--- config.mk ---
export PLATFORM = sky130hd
export DESIGN_NAME = tile_game_ctrl
export DESIGN_NICKNAME = d
export VERILOG_FILES = /design/src/rtl/tile_game_ctrl.sv
export SDC_FILE = /design/constraint.sdc
export NUM_CORES = 1
export LEC_CHECK = 0
export BUFFER_PORTS_ARGS = -buffer_cell sky130_fd_sc_hd__buf_2
export CAP_MARGIN = 10
export CORE_MARGIN = 2
export CORE_UTILIZATION = 35
export DETAILED_ROUTE_END_ITERATION = 12
export GPL_TIMING_DRIVEN = 1
export PLACE_DENSITY = 0.62
export SKIP_LAST_GASP = 1
export SLEW_MARGIN = 20
export SYNTH_ARGS = -nofsm -noshare
export SYNTH_HDL_FRONTEND = slang
export SYNTH_SLANG_ARGS = --single-unit
--- constraint.sdc ---
create_clock -name CLK_50M -period 5 [get_ports CLK_50M]
set_input_delay 1 -clock CLK_50M [delete_from_list [all_inputs] [get_ports CLK_50M]]
set_output_delay 1 -clock CLK_50M [all_outputs]
set_load 0.005 [all_outputs]
--- src/rtl/tile_game_ctrl.sv ---
// Four-column falling-tile game: debounced keys, LFSR tile spawner, and the
// START/PLAY/OVER controller that owns the field and the score.
module tile_game_ctrl #(
  parameter int unsigned STEP_CYCLES     = 25_000_000,
  parameter int unsigned DEBOUNCE_CYCLES = 500_000,
  parameter logic [2:0]  TILE_COLOR      = 3'b001
) (
  input  logic        CLK_50M,
  input  logic        RST_N,
  input  logic [3:0]  key_n,
  input  logic        start_n,
  output logic [1:0]  game_state,
  output logic [7:0]  score,
  output logic [23:0] column_0,
  output logic [23:0] column_1,
  output logic [23:0] column_2,
  output logic [23:0] column_3
);
  localparam int unsigned DW = (DEBOUNCE_CYCLES > 1) ? $clog2(DEBOUNCE_CYCLES) : 1;
  localparam int unsigned SW = (STEP_CYCLES > 1) ? $clog2(STEP_CYCLES) : 1;
  localparam logic [DW-1:0] D_LAST = DW'(DEBOUNCE_CYCLES - 1);
  localparam logic [SW-1:0] S_LAST = SW'(STEP_CYCLES - 1);

  typedef enum logic [1:0] {S_START = 2'b00, S_PLAY = 2'b01, S_OVER = 2'b10} state_t;

  logic [3:0]         key_s1_q, key_s2_q, key_smp_q;
  logic               st_s1_q, st_s2_q, st_smp_q;
  logic [DW-1:0]      dcnt_q;
  logic [7:0]         lfsr_q;
  logic [SW-1:0]      scnt_q, scnt_d;
  state_t             state_q, state_d;
  logic [7:0]         score_q, score_d;
  logic [3:0][23:0]   cols_q, cols_d, cols_k;

  logic               smp_wrap, step_wrap, start_press, multi, field_empty, key_ovr, bottom;
  logic [3:0]         key_press;
  logic [1:0]         tgt_col;
  logic [4:0]         tgt_lsb;

  assign smp_wrap    = (dcnt_q == D_LAST);
  assign step_wrap   = (scnt_q == S_LAST);
  // A press is a 1 -> 0 transition of the sampled level, seen only on a sample tick.
  assign key_press   = {4{smp_wrap}} & key_smp_q & ~key_s2_q;
  assign start_press = smp_wrap & st_smp_q & ~st_s2_q;
  assign multi       = (key_press & (key_press - 4'd1)) != 4'd0;
  assign field_empty = (cols_q == '0);

  always_ff @(posedge CLK_50M) begin
    if (!RST_N) begin
      key_s1_q  <= 4'hF;
      key_s2_q  <= 4'hF;
      key_smp_q <= 4'hF;
      st_s1_q   <= 1'b1;
      st_s2_q   <= 1'b1;
      st_smp_q  <= 1'b1;
      dcnt_q    <= '0;
      lfsr_q    <= 8'h01;
    end else begin
      key_s1_q <= key_n;
      key_s2_q <= key_s1_q;
      st_s1_q  <= start_n;
      st_s2_q  <= st_s1_q;
      dcnt_q   <= smp_wrap ? '0 : dcnt_q + 1'b1;
      if (smp_wrap) begin
        key_smp_q <= key_s2_q;
        st_smp_q  <= st_s2_q;
      end
      lfsr_q <= {lfsr_q[6:0], lfsr_q[7] ^ lfsr_q[5] ^ lfsr_q[4] ^ lfsr_q[3]};
    end
  end

  // Target is the lowest occupied row; later (lower) rows overwrite earlier hits.
  always_comb begin
    tgt_col = '0;
    tgt_lsb = 5'd21;
    for (int r = 0; r < 8; r++)
      for (int c = 0; c < 4; c++)
        if (cols_q[c][(21 - 3*r) +: 3] != 3'b000) begin
          tgt_col = 2'(c);
          tgt_lsb = 5'(21 - 3*r);
        end
  end

  always_comb begin
    state_d = state_q;
    score_d = score_q;
    cols_d  = cols_q;
    scnt_d  = scnt_q;
    cols_k  = cols_q;
    key_ovr = 1'b0;
    bottom  = 1'b0;
    case (state_q)
      S_START: begin
        if (start_press) begin
          state_d = S_PLAY;
          score_d = '0;
          cols_d  = '0;
          scnt_d  = '0;
        end
      end
      S_PLAY: begin
        scnt_d = step_wrap ? '0 : scnt_q + 1'b1;
        if (key_press != 4'd0) begin
          if (multi || field_empty || !key_press[tgt_col]) begin
            key_ovr = 1'b1;
          end else begin
            cols_k[tgt_col][tgt_lsb +: 3] = 3'b000;
            score_d = (score_q == 8'hFF) ? score_q : score_q + 8'd1;
          end
        end
        for (int c = 0; c < 4; c++) bottom = bottom | (cols_k[c][2:0] != 3'b000);
        // Key outcome lands first; the step then acts on the post-key field.
        if (key_ovr) begin
          state_d = S_OVER;
          score_d = score_q;
        end else begin
          cols_d = cols_k;
          if (step_wrap) begin
            if (bottom) state_d = S_OVER;
            else
              for (int c = 0; c < 4; c++)
                cols_d[c] = {(lfsr_q[1:0] == 2'(c)) ? TILE_COLOR : 3'b000, cols_k[c][23:3]};
          end
        end
      end
      S_OVER: begin
        if (start_press) begin
          state_d = S_START;
          cols_d  = '0;
        end
      end
      default: begin
        state_d = S_START;
        cols_d  = '0;
      end
    endcase
  end

  always_ff @(posedge CLK_50M) begin
    if (!RST_N) begin
      state_q <= S_START;
      score_q <= '0;
      cols_q  <= '0;
      scnt_q  <= '0;
    end else begin
      state_q <= state_d;
      score_q <= score_d;
      cols_q  <= cols_d;
      scnt_q  <= scnt_d;
    end
  end

  assign game_state = state_q;
  assign score      = score_q;
  assign column_0   = cols_q[0];
  assign column_1   = cols_q[1];
  assign column_2   = cols_q[2];
  assign column_3   = cols_q[3];
endmodule

== Word-level counts from Yosys, hierarchy flattened ==
Index checks and enable logic that the tools add are counted.

* Eq/ne operators: 17
* Shift operators: 2
* $lt $le $gt $ge: 2
* Reductions and logical operators: 51
* Div/mod/pow operators: 0
* Muxes and demuxes: 94
* Bitwise logic cells: 14
* Multiply operators: 0
* Add/sub/neg operators: 5

{| class="wikitable"
|+ Operator list
! cell !! number
|-
| $mux W96 || 7
|-
| $pmux W96 S2 || 1
|-
| $mux W5 || 27
|-
| $reduce_bool A3 Y1 || 35
|-
| $bwmux W96 || 1
|-
| $logic_not A96 Y1 || 1
|-
| $mux W2 || 35
|-
| $mux W25 || 2
|-
| $pmux W25 S2 || 1
|-
| $demux W24 S2 || 1
|-
| $mux W8 || 5
|-
| $add A25 B1 Y25 const B || 1
|-
| $eq A25 B25 Y1 const B || 1
|-
| $mux W24 || 1
|-
| $shift A3 B7 Y24 const A || 1
|-
| $shiftx A3 B7 Y24 const A || 1
|-
| $add A19 B1 Y19 const B || 1
|-
| $eq A19 B19 Y1 const B || 1
|-
| $pmux W8 S2 || 1
|-
| $and A4 B4 Y4 || 3
|-
| $ne A2 B2 Y1 const B || 6
|-
| $mux W1 || 9
|-
| $add A8 B1 Y8 const B || 1
|-
| $eq A8 B8 Y1 const B || 1
|-
| other kinds (26) || 41
|}

* Memory bits (read-only): 0
* Memories kept: 0
* Bits of input ports: 7
* RAM bits: 0
* Output and inout port bits: 106
* Register bits after elaboration: 173
* Bits in latches: 0

== Logic depth before layout (Yosys ltp) ==
Gate-level depths: netlist of the first run.

* Depth in word-level cells: 48
* Mapped depth: 22
* Gate-level depth less buffers: 18

== Worst setup path before layout of the first run ==
No wires, ideal clock.

* Path kind: reg-to-reg
* Start point: reg cols_q (netlist bit column_1[3])
* End point: reg cols_q (netlist bit column_0[21])
* Required time: 4.872 ns
* Buffers on the path: 3
* Data arrival time: 4.852 ns
* Stages on the path, launching flop included: 21
* Period minus slack after synthesis: 4.979 ns
* Path slack: 0.021 ns
* Setup time: 0.128 ns
* Cell sequence: dfxtp_1 nor3_1 nand4_2 or2_2 o21ai_0 ha_1 inv_1 ha_1 clkbuf_1 a2111oi_2 o21ai_1 nand2_1 o211ai_1 a22o_1 or4b_4 or4_4 buf_6 buf_12 a21oi_1 a2bb2oi_1 nor2_1

* Cells in the longest elaborated chain, start to end: 24
* Elaborated cells between the ends (all ways): 49
* Classes of those cells: add/sub: 1; order compare: 2; eq/ne: 1; shift: 2; mux: 29; bitwise: 3; reduce/logical: 11

{| class="wikitable"
|+ Ends and longest elaborated chain
! what !! line !! source
|-
| start: declaration || 33 || <nowiki>logic [3:0][23:0] cols_q, cols_d, cols_k;</nowiki>
|-
| start signal: assignment || 148 || <nowiki>cols_q <= cols_d;</nowiki>
|-
| $reduce_bool A3 Y1 || 78 || <nowiki>if (cols_q[c][(21 - 3*r) +: 3] != 3'b000) begin</nowiki>
|-
| $mux W5 / $mux W2 (equally long branches) (7 in series) || 78 ||
|-
| $neg A5 Y7, or another cell as far along || 107 || <nowiki>cols_k[tgt_col][tgt_lsb +: 3] = 3'b000;</nowiki>
|-
| $shift A3 B7 Y24 / $logic_and A1 B1 Y1 (equally long branches) || 107 ||
|-
| $mux W24 (implied by the code) || 107 ||
|-
| $demux W24 S2 || 107 ||
|-
| $bwmux W96 || 107 ||
|-
| $mux W96 || 104 || <nowiki>if (multi || field_empty || !key_press[tgt_col]) begin</nowiki>
|-
| $mux W96 || 103 || <nowiki>if (key_press != 4'd0) begin</nowiki>
|-
| $mux W96 || 92 || <nowiki>case (state_q)</nowiki>
|-
| $reduce_bool A3 Y1 || 111 || <nowiki>for (int c = 0; c < 4; c++) bottom = bottom | (cols_k[c][2:0] != 3'b000);</nowiki>
|-
| $or A1 B1 Y1 (3 in series) || 111 ||
|-
| $mux W96 || 119 || <nowiki>if (bottom) state_d = S_OVER;</nowiki>
|-
| $mux W96 || 118 || <nowiki>if (step_wrap) begin</nowiki>
|-
| $mux W96 || 113 || <nowiki>if (key_ovr) begin</nowiki>
|-
| $pmux W96 S2 || 92 ||
|}

Parallel ways exist; a longest one is shown, timed or not. The select of a mux whose other input is x is not followed.
A chain may end at the register's enable or synchronous reset.

== Worst setup path in the final report of the first run ==
* Start point: reg cols_q (netlist bit column_2[20])
* End point: reg cols_q (netlist bit column_1[8])

* Cells in the longest elaborated chain, start to end: 43
* Elaborated cells between the ends (all ways): 87
* Classes of those cells: add/sub: 1; order compare: 2; eq/ne: 1; shift: 2; mux: 67; bitwise: 3; reduce/logical: 11

{| class="wikitable"
|+ Ends and longest elaborated chain
! what !! line
|-
| $reduce_bool A3 Y1 || 78
|-
| $mux W5 / $mux W2 (equally long branches) (26 in series) || 78
|-
| $neg A5 Y7, or another cell as far along || 107
|-
| $shift A3 B7 Y24 / $logic_and A1 B1 Y1 (equally long branches) || 107
|-
| $mux W24 (implied by the code) || 107
|-
| $demux W24 S2 || 107
|-
| $bwmux W96 || 107
|-
| $mux W96 || 104
|-
| $mux W96 || 103
|-
| $mux W96 || 92
|-
| $reduce_bool A3 Y1 || 111
|-
| $or A1 B1 Y1 (3 in series) || 111
|-
| $mux W96 || 119
|-
| $mux W96 || 118
|-
| $mux W96 || 113
|-
| $pmux W96 S2 || 92
|}

Parallel ways exist; a longest one is shown, timed or not. The select of a mux whose other input is x is not followed.

==> results of run 1 <==
-- area by class of cell --
type,instances,area (µm²)
Clock buffer,18,429
Clock inverter,13,134
Fill cell,2662,15000
Inverter,15,56.3
Multi-Input combinational cell,923,5620
Sequential cell,173,3460
Tap cell,335,419
Timing Repair Buffer,178,1110
-- cells in the final DEF, fill, tap and decap left out, types with 7 or more instances in the layout --
cell       instances
a22oi_1           24
a22o_1            12
o21ai_1           30
nand3_1           27
nand2b_1          14
buf_2            113
nand2_1           90
and3_1            24
nor3_1            67
xnor2_1            8
nor2_1           156
inv_1             14
a211o_1           19
mux2i_1           31
dfxtp_1          173
nor2b_1           10
nor3_2            14
a31oi_1           17
xor2_1            18
a21oi_1           43
or3_1             15
clkbuf_16         17
o21ai_0          120
nand4_1           17
buf_4             60
a211oi_1           7
nand4b_1           7
and2_1            19
o211ai_1          17
-- worst register-to-register path: cells and delay by family, from the launching register on --
kind            cells  cell delay [ns]
compound gates      4             0.84
fa+ha+maj           1             0.36
buf+inv             1             0.19
flops               1             0.38
mux                 1             0.16
simple gates        8             2.74
-- metrics by stage --
stage          setup WS, ns  total power [W]  utilization
3_5_place_dp         0.0678          0.00157        0.402
5_1_grt             -0.0184          0.00293        0.429
3_3_place_gp          0.222          0.00156        0.402
4_1_cts              0.0479          0.00286        0.423
6_report              0.209          0.00284        0.429
2_1_floorplan        0.0207          0.00152            -
-- cell families after synthesis --
logic type	count (synthesis)	share of synthesized area
xor+xnor	26	0.0242
fa+ha+maj	7	0.00932
flops	173	0.369
simple gates	509	0.280
mux	32	0.0342
buf+inv	85	0.0435
compound gates	349	0.241
-- how the worst min path moves through the flow --
| stage | start | endpoint | slack (ns) | depth (start not counted) |
|---|---|---|---|---|
| floorplan | key_s1_q[0] | key_s2_q[0] | 0.39 | 1 |
| global placement | key_s1_q[2] | key_s2_q[2] | 0.39 | 1 |
| detailed placement | key_s1_q[2] | key_s2_q[2] | 0.39 | 1 |
| CTS | key_s1_q[2] | key_s2_q[2] | 0.41 | 1 |
| global route | key_s1_q[1] | key_s2_q[1] | 0.42 | 1 |
| finish | key_s1_q[2] | key_s2_q[2] | 0.41 | 1 |
-- where the power goes --
group          total [W]  switching (W)  internal (W)
sequential       0.00140     0.00000797       0.00139
combinational   0.000141       0.000104     0.0000371
clock            0.00131       0.000610      0.000695
-- flip-flops by register name (all words and copies together), names as in the netlist, 4 cells and up --
signal and flops:
lfsr_q 8, key_smp_q 4, scnt_q 25, column_2 24, column_3 24, key_s2_q 4
column_0 24, score 8, key_s1_q 4, dcnt_q 19, column_1 24
-- per-layer routing --
metal | routed length [µm] | track usage | up-vias
met2 | 14700 | 0.366 | 435
met5 | 0 | 0 | -
li1 | - | - | 4612
met4 | 1130 | 0.0854 | 0
met3 | 2750 | 0.0520 | 78
met1 | 14400 | 0.306 | 4632
-- timing repair --
| item | 4_1_cts | 5_1_grt |
|---|---|---|
| hold buffers | 0 | 0 |
| endpoints found under the setup margin | 0 | 93 |
| resized for setup | 0 | 21 |
| setup buffers | 0 | 4 |
==> impl_metrics.yaml, run 1 <==
outcome:
  outcome: "finished clean"
critical_path:
  r2r_end: "column_1[8]"
  crit_start: "column_2[20]"
  worstSetupEndpoint: "column_1[8]"
  critPathArrivalTime_ns: 5.09
  crit_family: "simple AND/OR/NAND/NOR gates"
  cp_slowest_cell: "or4_4"
  path_cells: "or3_4 > or4_1 > a31oi_1 > o21ai_0 > ha_4 > and3_1 > nand4b_1 > or2_1 > a22o_1 > or4b_4 > or4_4 > buf_12 > mux2i_1 > a22oi_1 > nor2_1"
  reg2regPathDepth: 15
  worstReg2RegStart: "column_2[20]"
  crit_required_ns: 5.30
  ff2ff_setup_slack_ns: 0.21
  worstSetupStartpointType: "flip-flop"
  crit_path_end_kind: "flip-flop"
  path_class: "reg2reg"
  timing.critical_path.buf_inv: 1
  path_depth: 15
  critPathMaxFanout: 24
  critical-path-max-stage-delay_ns: 0.57
layout:
  final_cells: 1655
  final_area_um2: 11200
  nets: 1322
  area_delta_synth_final_pct: 19.5
  n_antenna_cell: 0
  drive_gt1_frac: 0.198
synth:
  avgSynthCellArea_um2: 7.96
  ys_types: 82
  synthTopCellsByCount: "173 x dfxtp_1, 158 x nor2_1, 122 x o21ai_0, 90 x nand2_1, 73 x nor3_1"
  synthCells: 1181
  synth_seq_cells: 173
  yosys.area.top_type: "dfxtp_1"
  synthTopCellsByArea: "dfxtp_1 37%, o21ai_0 6.5%, nor2_1 6.3%"
  yosys.area.top_type_share: 0.369
  ys_warn_count: 0
  synth_edf_count: 0
  async_reset_ff_frac: 0
  synth_ff_type: "dfxtp_1"
  synth.most_common_cell: "dfxtp_1"
  synth.net_count: 1195
  syn-cell-area_um2: 9400
  synth-seq-area-share: 0.369
place:
  portBuffers: 112
  gp_congestion: 0.990
  dpl_cell_area_um2: 10500
  place_inst: 1619
  dpl.hpwl_um: 24000
timing:
  worst_slew_pin_slew_ns: 1.04
  finalClockSkew_ns: 0.0166
  setup_tns_ns: 0
  fin_crit_sh: 0.958
  drv_slew: 0
  slew_headroom: 0.306
  max_clock_freq_mhz: 209
  fin_hold_ws_ns: 0.407
  period_needed_ns: 4.79
  hold_violations: 0
  setup_viol: 0
clock_network:
  htree_num_levels: 4
  clk_latency_ns: 0.44
  cts_inserted_buffers: 17
  cts_tree: "done"
  clockBufferDepth: 2
  clkSinkCount: 173
  clkSlewWorstSetupHoldPaths_ns: 0.08
  root_buffer: "clkbuf_16"
die:
  ioPinCount: 113
  design.die.area_um2: 28200
  dieHeight_um: 168
  fp-row-count: 59
  core_area_um2: 26200
  start_util: 0.359
  die_x_um: 168
grt:
  grt_pass1_vias: 8953
  grt_max_degree: 43
  grt_first_pass_wirelength_um: 51100
  antenna_found_initial: 0
  track_usage: 0.230
  grt-ovfl-total: 0
drt:
  dr.first_iter.drc_count: 959
  drc_errors: 0
  drt-pass1-iter-count: 5
  wire_per_inst_um: 20.0
  detail-route-antenna-nets: 0
  routed_wl_um: 33000
  via_per_inst: 5.90
  dr_total_vias: 9757
worst_hold_path:
  hold_path.class: "reg2reg"
pwr:
  powerDensity_nw_per_um2: 253
  leakagePower_nw: 4.69
  vdd_drop_max_mv: 0.171
job:
  cap_violations: 0
No activity file was read; power rests on OpenSTA's default activity.
==> run 2: changes to the inputs <==
--- a/config.mk
+++ b/config.mk
@@ -11,7 +11,7 @@
 export CORE_UTILIZATION = 35
 export DETAILED_ROUTE_END_ITERATION = 12
 export GPL_TIMING_DRIVEN = 1
-export PLACE_DENSITY = 0.62
+export PLACE_DENSITY = 0.61
 export SKIP_LAST_GASP = 1
 export SLEW_MARGIN = 20
 export SYNTH_ARGS = -nofsm -noshare
==> constraint.sdc (replaced) <==
create_clock -name CLK_50M -period 4.9 [get_ports CLK_50M]
set_input_delay 0.98 -clock CLK_50M [delete_from_list [all_inputs] [get_ports CLK_50M]]
set_output_delay 0.98 -clock CLK_50M [all_outputs]
set_load 0.005 [all_outputs]
==> run 2 against run 1 <==
Against the previous run:
- final area is 3.6% higher
- clock power is 12% higher
- non-clock buffer count is 30 higher
- utilization is 1.5 points higher
- critical path depth is 1 lower
- die area stayed put
- combinational power hardly changed
- sequential cell count stayed put
- register-to-register slack worse by 0.05 ns
- maximum frequency is 1.1% higher
- setup slack worse by 0.048 ns
- highest routed layer unchanged
- first-iteration DRC count is 8.0% higher
==> impl_metrics.yaml, run 2 (synthesis results as in run 1) <==
outcome:
  outcome: "finished clean"
critical_path:
  ff2ff_setup_slack_ns: 0.16
  worstSetupStartpointType: "flip-flop"
  critPathArrivalTime_ns: 5.12
  r2r_end: "column_0[13]"
  critPathMaxFanout: 13
  reg2regPathDepth: 14
  crit_required_ns: 5.28
  path_class: "reg2reg"
  worstReg2RegStart: "column_2[18]"
  crit_path_end_kind: "flip-flop"
place:
  gp_congestion: 0.973
  dpl.hpwl_um: 24400
  portBuffers: 112
  preCtsSetupSlack_ns: 0.0312
  dpl_cell_area_um2: 10800
timing:
  slew_headroom: 0.240
  setup_slack_ns: 0.161
  hold_violations: 0
  fin_crit_sh: 0.967
  setup_viol: 0
  setup_tns_ns: 0
  drv_slew: 0
  finalClockSkew_ns: 0.0144
  worst_slew_pin_slew_ns: 1.14
  max_clock_freq_mhz: 211
  period_needed_ns: 4.74
  rsz0062_at_grt: "true"
die:
  dieHeight_um: 168
  fp-row-count: 59
  ioPinCount: 113
  core_area_um2: 26200
  start_util: 0.359
  design.die.area_um2: 28200
  die_x_um: 168
layout:
  layout_common_cells: "173 x dfxtp_1, 156 x nor2_1, 117 x o21ai_0"
  area_delta_synth_final_pct: 23.9
  final_area_um2: 11600
  largest_reg_flops: 25
  fillers: 2654
  n_antenna_cell: 0
  top_register: "scnt_q"
  drive_gt1_frac: 0.224
  utilization: 0.444
  nets: 1352
  layout_commonest_cell: "dfxtp_1"
grt:
  grt_pass1_vias: 9167
  grt_first_pass_wirelength_um: 51900
  antenna_found_initial: 0
  grt-ovfl-total: 0
  grt_max_degree: 64
  track_usage: 0.234
clock_network:
  cts_tree: "done"
  clockBufferDepth: 2
  root_buffer: "clkbuf_16"
  cts_inserted_buffers: 17
  clkSlewWorstSetupHoldPaths_ns: 0.07
  clkSinkCount: 173
  clk_latency_ns: 0.44
  htree_num_levels: 4
drt:
  detail-route-antenna-nets: 0
  dr_total_vias: 9973
  dr.first_iter.drc_count: 1036
  drc_errors: 0
  wire_per_inst_um: 20.4
  via_per_inst: 5.92
  drt-pass1-iter-count: 6
  routed_wl_um: 34400
worst_hold_path:
  holdPathEnd: "st_s2_q"
  hold_path.class: "reg2reg"
  hold_path_depth: 1
  holdCritStartpoint: "st_s1_q"
pwr:
  vdd_drop_max_mv: 0.200
  powerDensity_nw_per_um2: 261
  leakagePower_nw: 4.91
job:
  cap_violations: 0
[run 2: cell count changes in the layout (fill, tap and decap cells not counted), sizes merged]
cell	before	now
buf	178	204
bufinv	1	3
clkbuf	18	24
clkinv	7	4
clkinvlp	1	0
inv	19	20
[run 2: worst max path at each step]
stage,from,end,slack [ns],cells past startpoint
floorplan,column_0[3],column_0[21],0.02,20
global placement,column_3[18],column_1[3],0.12,18
detailed placement,column_3[18],column_1[3],0.03,18
CTS,column_1[6],column_1[4],0.003,19
global route,column_0[15],column_3[18],-0.004,21
finish,column_2[18],column_0[13],0.16,14
[run 2: worst max-delay path, stage by stage, from the launching register on]
cell,delay [ns]
dfxtp_1,0.32
or3_4,0.43
or4_1,0.56
a31oi_1,0.19
o21ai_1,0.15
ha_4,0.34
and3_1,0.21
nand4b_1,0.14
or2_1,0.26
a22o_1,0.25
or4b_4,0.54
or4_4,0.58
buf_12,0.20
nor4b_1,0.36
a211o_1,0.14
[run 2: metal layers]
layer / part of all wire / vias to the layer above / global-route usage
met1: 0.43 / 4739 / 0.310
met2: 0.45 / 496 / 0.372
met3: 0.094 / 81 / 0.0538
li1: - / 4657 / -
met4: 0.033 / 0 / 0.0854
met5: 0 / - / 0
[run 2: cell type report]
class / instances / area [µm²] / area share
Clock inverter: 12 / 176 / 0.0152
Timing Repair Buffer: 208 / 1410 / 0.121
Clock buffer: 20 / 447 / 0.0384
Multi-Input combinational cell: 923 / 5670 / 0.487
Inverter: 15 / 56.3 / 0.00484
Tap cell: 335 / 419 / 0.0360
Sequential cell: 173 / 3460 / 0.298
[run 2: repair_timing]
action / 4_1_cts / 5_1_grt
gates cloned: 0 / 4
setup buffers: 0 / 3
hold buffers: 0 / 0
gates resized for setup: 3 / 29
setup endpoints to repair: 1 / 93
pin swaps: 0 / 8
[run 2: metrics by stage]
stage                     std cells  hold slack [ns]  total power [W]
after floorplan                1181            0.386          0.00155
after global placement         1647            0.392          0.00160
after detailed placement       1647            0.400          0.00160
after CTS                      1679            0.416          0.00305
after global routing           1686            0.437          0.00313
final                          1686            0.410          0.00304
[run 2: power breakdown]
group	internal [W]	switching (W)	leakage, nW
clock	0.000835	0.000639	0.305
sequential	0.00142	0.00000864	1.40
combinational	0.0000380	0.000106	3.21
==> run 3: changes to the inputs <==
--- a/config.mk
+++ b/config.mk
@@ -5,13 +5,14 @@
 export SDC_FILE = /design/constraint.sdc
 export NUM_CORES = 1
 export LEC_CHECK = 0
+export ABC_AREA = 1
 export BUFFER_PORTS_ARGS = -buffer_cell sky130_fd_sc_hd__buf_2
 export CAP_MARGIN = 10
 export CORE_MARGIN = 2
 export CORE_UTILIZATION = 35
 export DETAILED_ROUTE_END_ITERATION = 12
 export GPL_TIMING_DRIVEN = 1
-export PLACE_DENSITY = 0.61
+export PLACE_DENSITY = 0.6
 export SKIP_LAST_GASP = 1
 export SLEW_MARGIN = 20
 export SYNTH_ARGS = -nofsm -noshare
==> run 3 against run 2 <==
Against the previous run:
- clock power barely moved
- utilization fell by 3.4 points
- combinational power shrank 17%
- sequential power about the same
- synthesized area grew 4.2%
- register-to-register slack improved by 0.24 ns
- non-clock buffer count down 73
- worst hold slack improved by 0.0045 ns
- total power down 2.1%
- highest routed layer unchanged
==> impl_metrics.yaml, run 3 <==
grt:
  track_usage: 0.223
  grt-ovfl-total: 0
  grt_first_pass_wirelength_um: 51100
  antenna_found_initial: 0
  grt_max_degree: 98
  grt_pass1_vias: 9307
clock_network:
  cts_tree: "done"
  clockBufferDepth: 2
  clk_latency_ns: 0.44
  clkSinkCount: 173
  root_buffer: "clkbuf_16"
  clkSlewWorstSetupHoldPaths_ns: 0.07
  htree_num_levels: 4
  cts_hold_buffers: 0
  cts_inserted_buffers: 17
critical_path:
  crit_path_end_kind: "flip-flop"
  crit_top_cell: "nand2_1"
  critPathArrivalTime_ns: 4.79
  critPathMaxFanout: 53
  worstReg2RegStart: "column_3[21]"
  cp_slowest_cell: "dfxtp_1"
  path_class: "reg2reg"
  r2r_end: "column_2[1]"
  crit_required_ns: 5.19
  worstSetupStartpointType: "flip-flop"
  ff2ff_setup_slack_ns: 0.40
  critical-path-max-stage-delay_ns: 0.36
  reg2regPathDepth: 41
drt:
  dr.first_iter.drc_count: 1135
  wl_met3_um: 2410
  routed_wl_um: 32900
  dr_total_vias: 10425
  dr_wl_met2_um: 14100
  routed.top_layer: "met4"
  via_per_inst: 5.26
  detail-route-antenna-nets: 0
  drt-pass1-iter-count: 5
  drc_errors: 0
  wl_met1_um: 15700
  wire_per_inst_um: 16.6
place:
  gp_congestion: 0.920
  portBuffers: 112
  dpl.hpwl_um: 23100
  preCtsSetupSlack_ns: 0.0820
layout:
  top_register: "scnt_q"
  n_antenna_cell: 0
  largest_reg_flops: 25
  utilization: 0.410
  fillers: 3024
  layout_commonest_cell: "nand2_1"
  nets: 1607
  drive_gt1_frac: 0.134
  layout_common_cells: "458 x nand2_1, 173 x dfxtp_1, 156 x inv_1"
  area_delta_synth_final_pct: 15.8
worst_hold_path:
  hold_path_depth: 1
  holdCritStartpoint: "key_s1_q[1]"
  hold_path.class: "reg2reg"
  holdPathEnd: "key_s2_q[1]"
timing:
  period_needed_ns: 4.50
  setup_slack_ns: 0.396
  finalClockSkew_ns: 0.0187
  setup_tns_ns: 0
  worst_slew_pin_slew_ns: 0.749
  slew_headroom: 0.500
  rsz0062_at_grt: "false"
  setup_viol: 0
  fin_crit_sh: 0.919
  hold_violations: 0
  max_clock_freq_mhz: 222
  drv_slew: 0
synth:
  synth-seq-area-share: 0.354
  synthTopCellsByCount: "459 x nand2_1, 173 x dfxtp_1, 157 x inv_1, 138 x a21oi_1, 122 x nand3_1"
  synth.net_count: 1531
  avgSynthCellArea_um2: 6.45
  synth_ff_type: "dfxtp_1"
  ys_types: 47
  synthCells: 1517
  yosys.area.top_type_share: 0.354
  async_reset_ff_frac: 0
  syn-cell-area_um2: 9790
  synth_seq_cells: 173
  ys_warn_count: 0
  synth.most_common_cell: "nand2_1"
  synth_edf_count: 0
  yosys.area.top_type: "dfxtp_1"
  synthTopCellsByArea: "dfxtp_1 35%, nand2_1 18%, a21oi_1 7.1%"
pwr:
  p_int_w: 0.00225
  vdd_drop_max_mv: 0.188
  power_frac_clock: 0.482
  leakagePower_nw: 4.98
  switchingPower_w: 0.000725
  powerDensity_nw_per_um2: 263
  power_switching_share: 0.244
  power.share.combinational: 0.040
  power_frac_seq: 0.478
die:
  dieHeight_um: 171
  ioPinCount: 113
  start_util: 0.354
  core_area_um2: 27600
  die_x_um: 171
  fp-row-count: 61
  design.die.area_um2: 29300
job:
  cap_violations: 0
outcome:
  outcome: "finished clean"
==> run 3: kinds of logic (layout without fill, tap and decap cells) <==
family          Yosys count  in the layout  synth area share
flops                   173            173             0.354
simple gates            808            808             0.355
compound gates          285            285             0.175
xor+xnor                  5              5           0.00448
fa+ha+maj                 7              7           0.00895
buf+inv                 239            326             0.102
==> run 3: what timing repair did <==
item                       4_1_cts  5_1_grt
setup endpoints to repair        0       99
resized for setup                0       11
setup buffers                    0        0
hold endpoints to repair         0        0
==> run 3: stage by stage <==
step | power, W | cells | area [µm²] | hold WS, ns
detailed placement | 0.00158 | 1952 | 10700 | 0.400
finish | 0.00298 | 1982 | 11300 | 0.415
CTS | 0.00301 | 1982 | 11300 | 0.417
global placement | 0.00157 | 1952 | 10700 | 0.396
global route | 0.00307 | 1982 | 11300 | 0.428
floorplan | 0.00154 | 1517 | 9790 | 0.390
==> run 3: routing by layer <==
layer  global-route usage  up-vias
met3               0.0444       45
met4               0.0593        0
met1                0.328     4795
met2                0.332      388
met5                    0        -
li1                     -     5197
==> run 3: critical path, delay by kind of cell, from the launching register on <==
family | cells | cell delay (ns)
buffers and inverters | 1 | 0.25
DFF | 1 | 0.36
and+or+nand+nor | 38 | 3.35
AOI/OAI and AO/OA | 2 | 0.36
==> run 3: area by class of cell <==
type | count | area, µm² | area share
clock buffer | 17 | 425 | 0.0375
clock inverter | 13 | 176 | 0.0156
inverter | 161 | 606 | 0.0534
multi-input combinational | 1105 | 5390 | 0.476
sequential | 173 | 3460 | 0.306
tap | 378 | 473 | 0.0417
timing repair buffer | 135 | 800 | 0.0705
==> run 3: worst max path at each step <==
stage / cells after the start / start / end
final: 41 / column_3[21] / column_2[1]
after global routing: 41 / column_3[21] / column_2[1]
after CTS: 24 / column_3[0] / column_2[1]
after detailed placement: 24 / column_3[0] / column_2[1]
after global placement: 24 / column_3[0] / column_2[1]
after floorplan: 25 / column_3[0] / column_0[18]
==> run 3: power by group through the flow <==
stage	Clock [W]	Sequential (W)	Combinational (W)
after detailed placement	0	0.00146	0.000120
after CTS	0.00146	0.00142	0.000120
after global placement	0	0.00146	0.000119
after global routing	0.00152	0.00142	0.000132
after floorplan	0	0.00145	0.0000831
final	0.00144	0.00142	0.000120
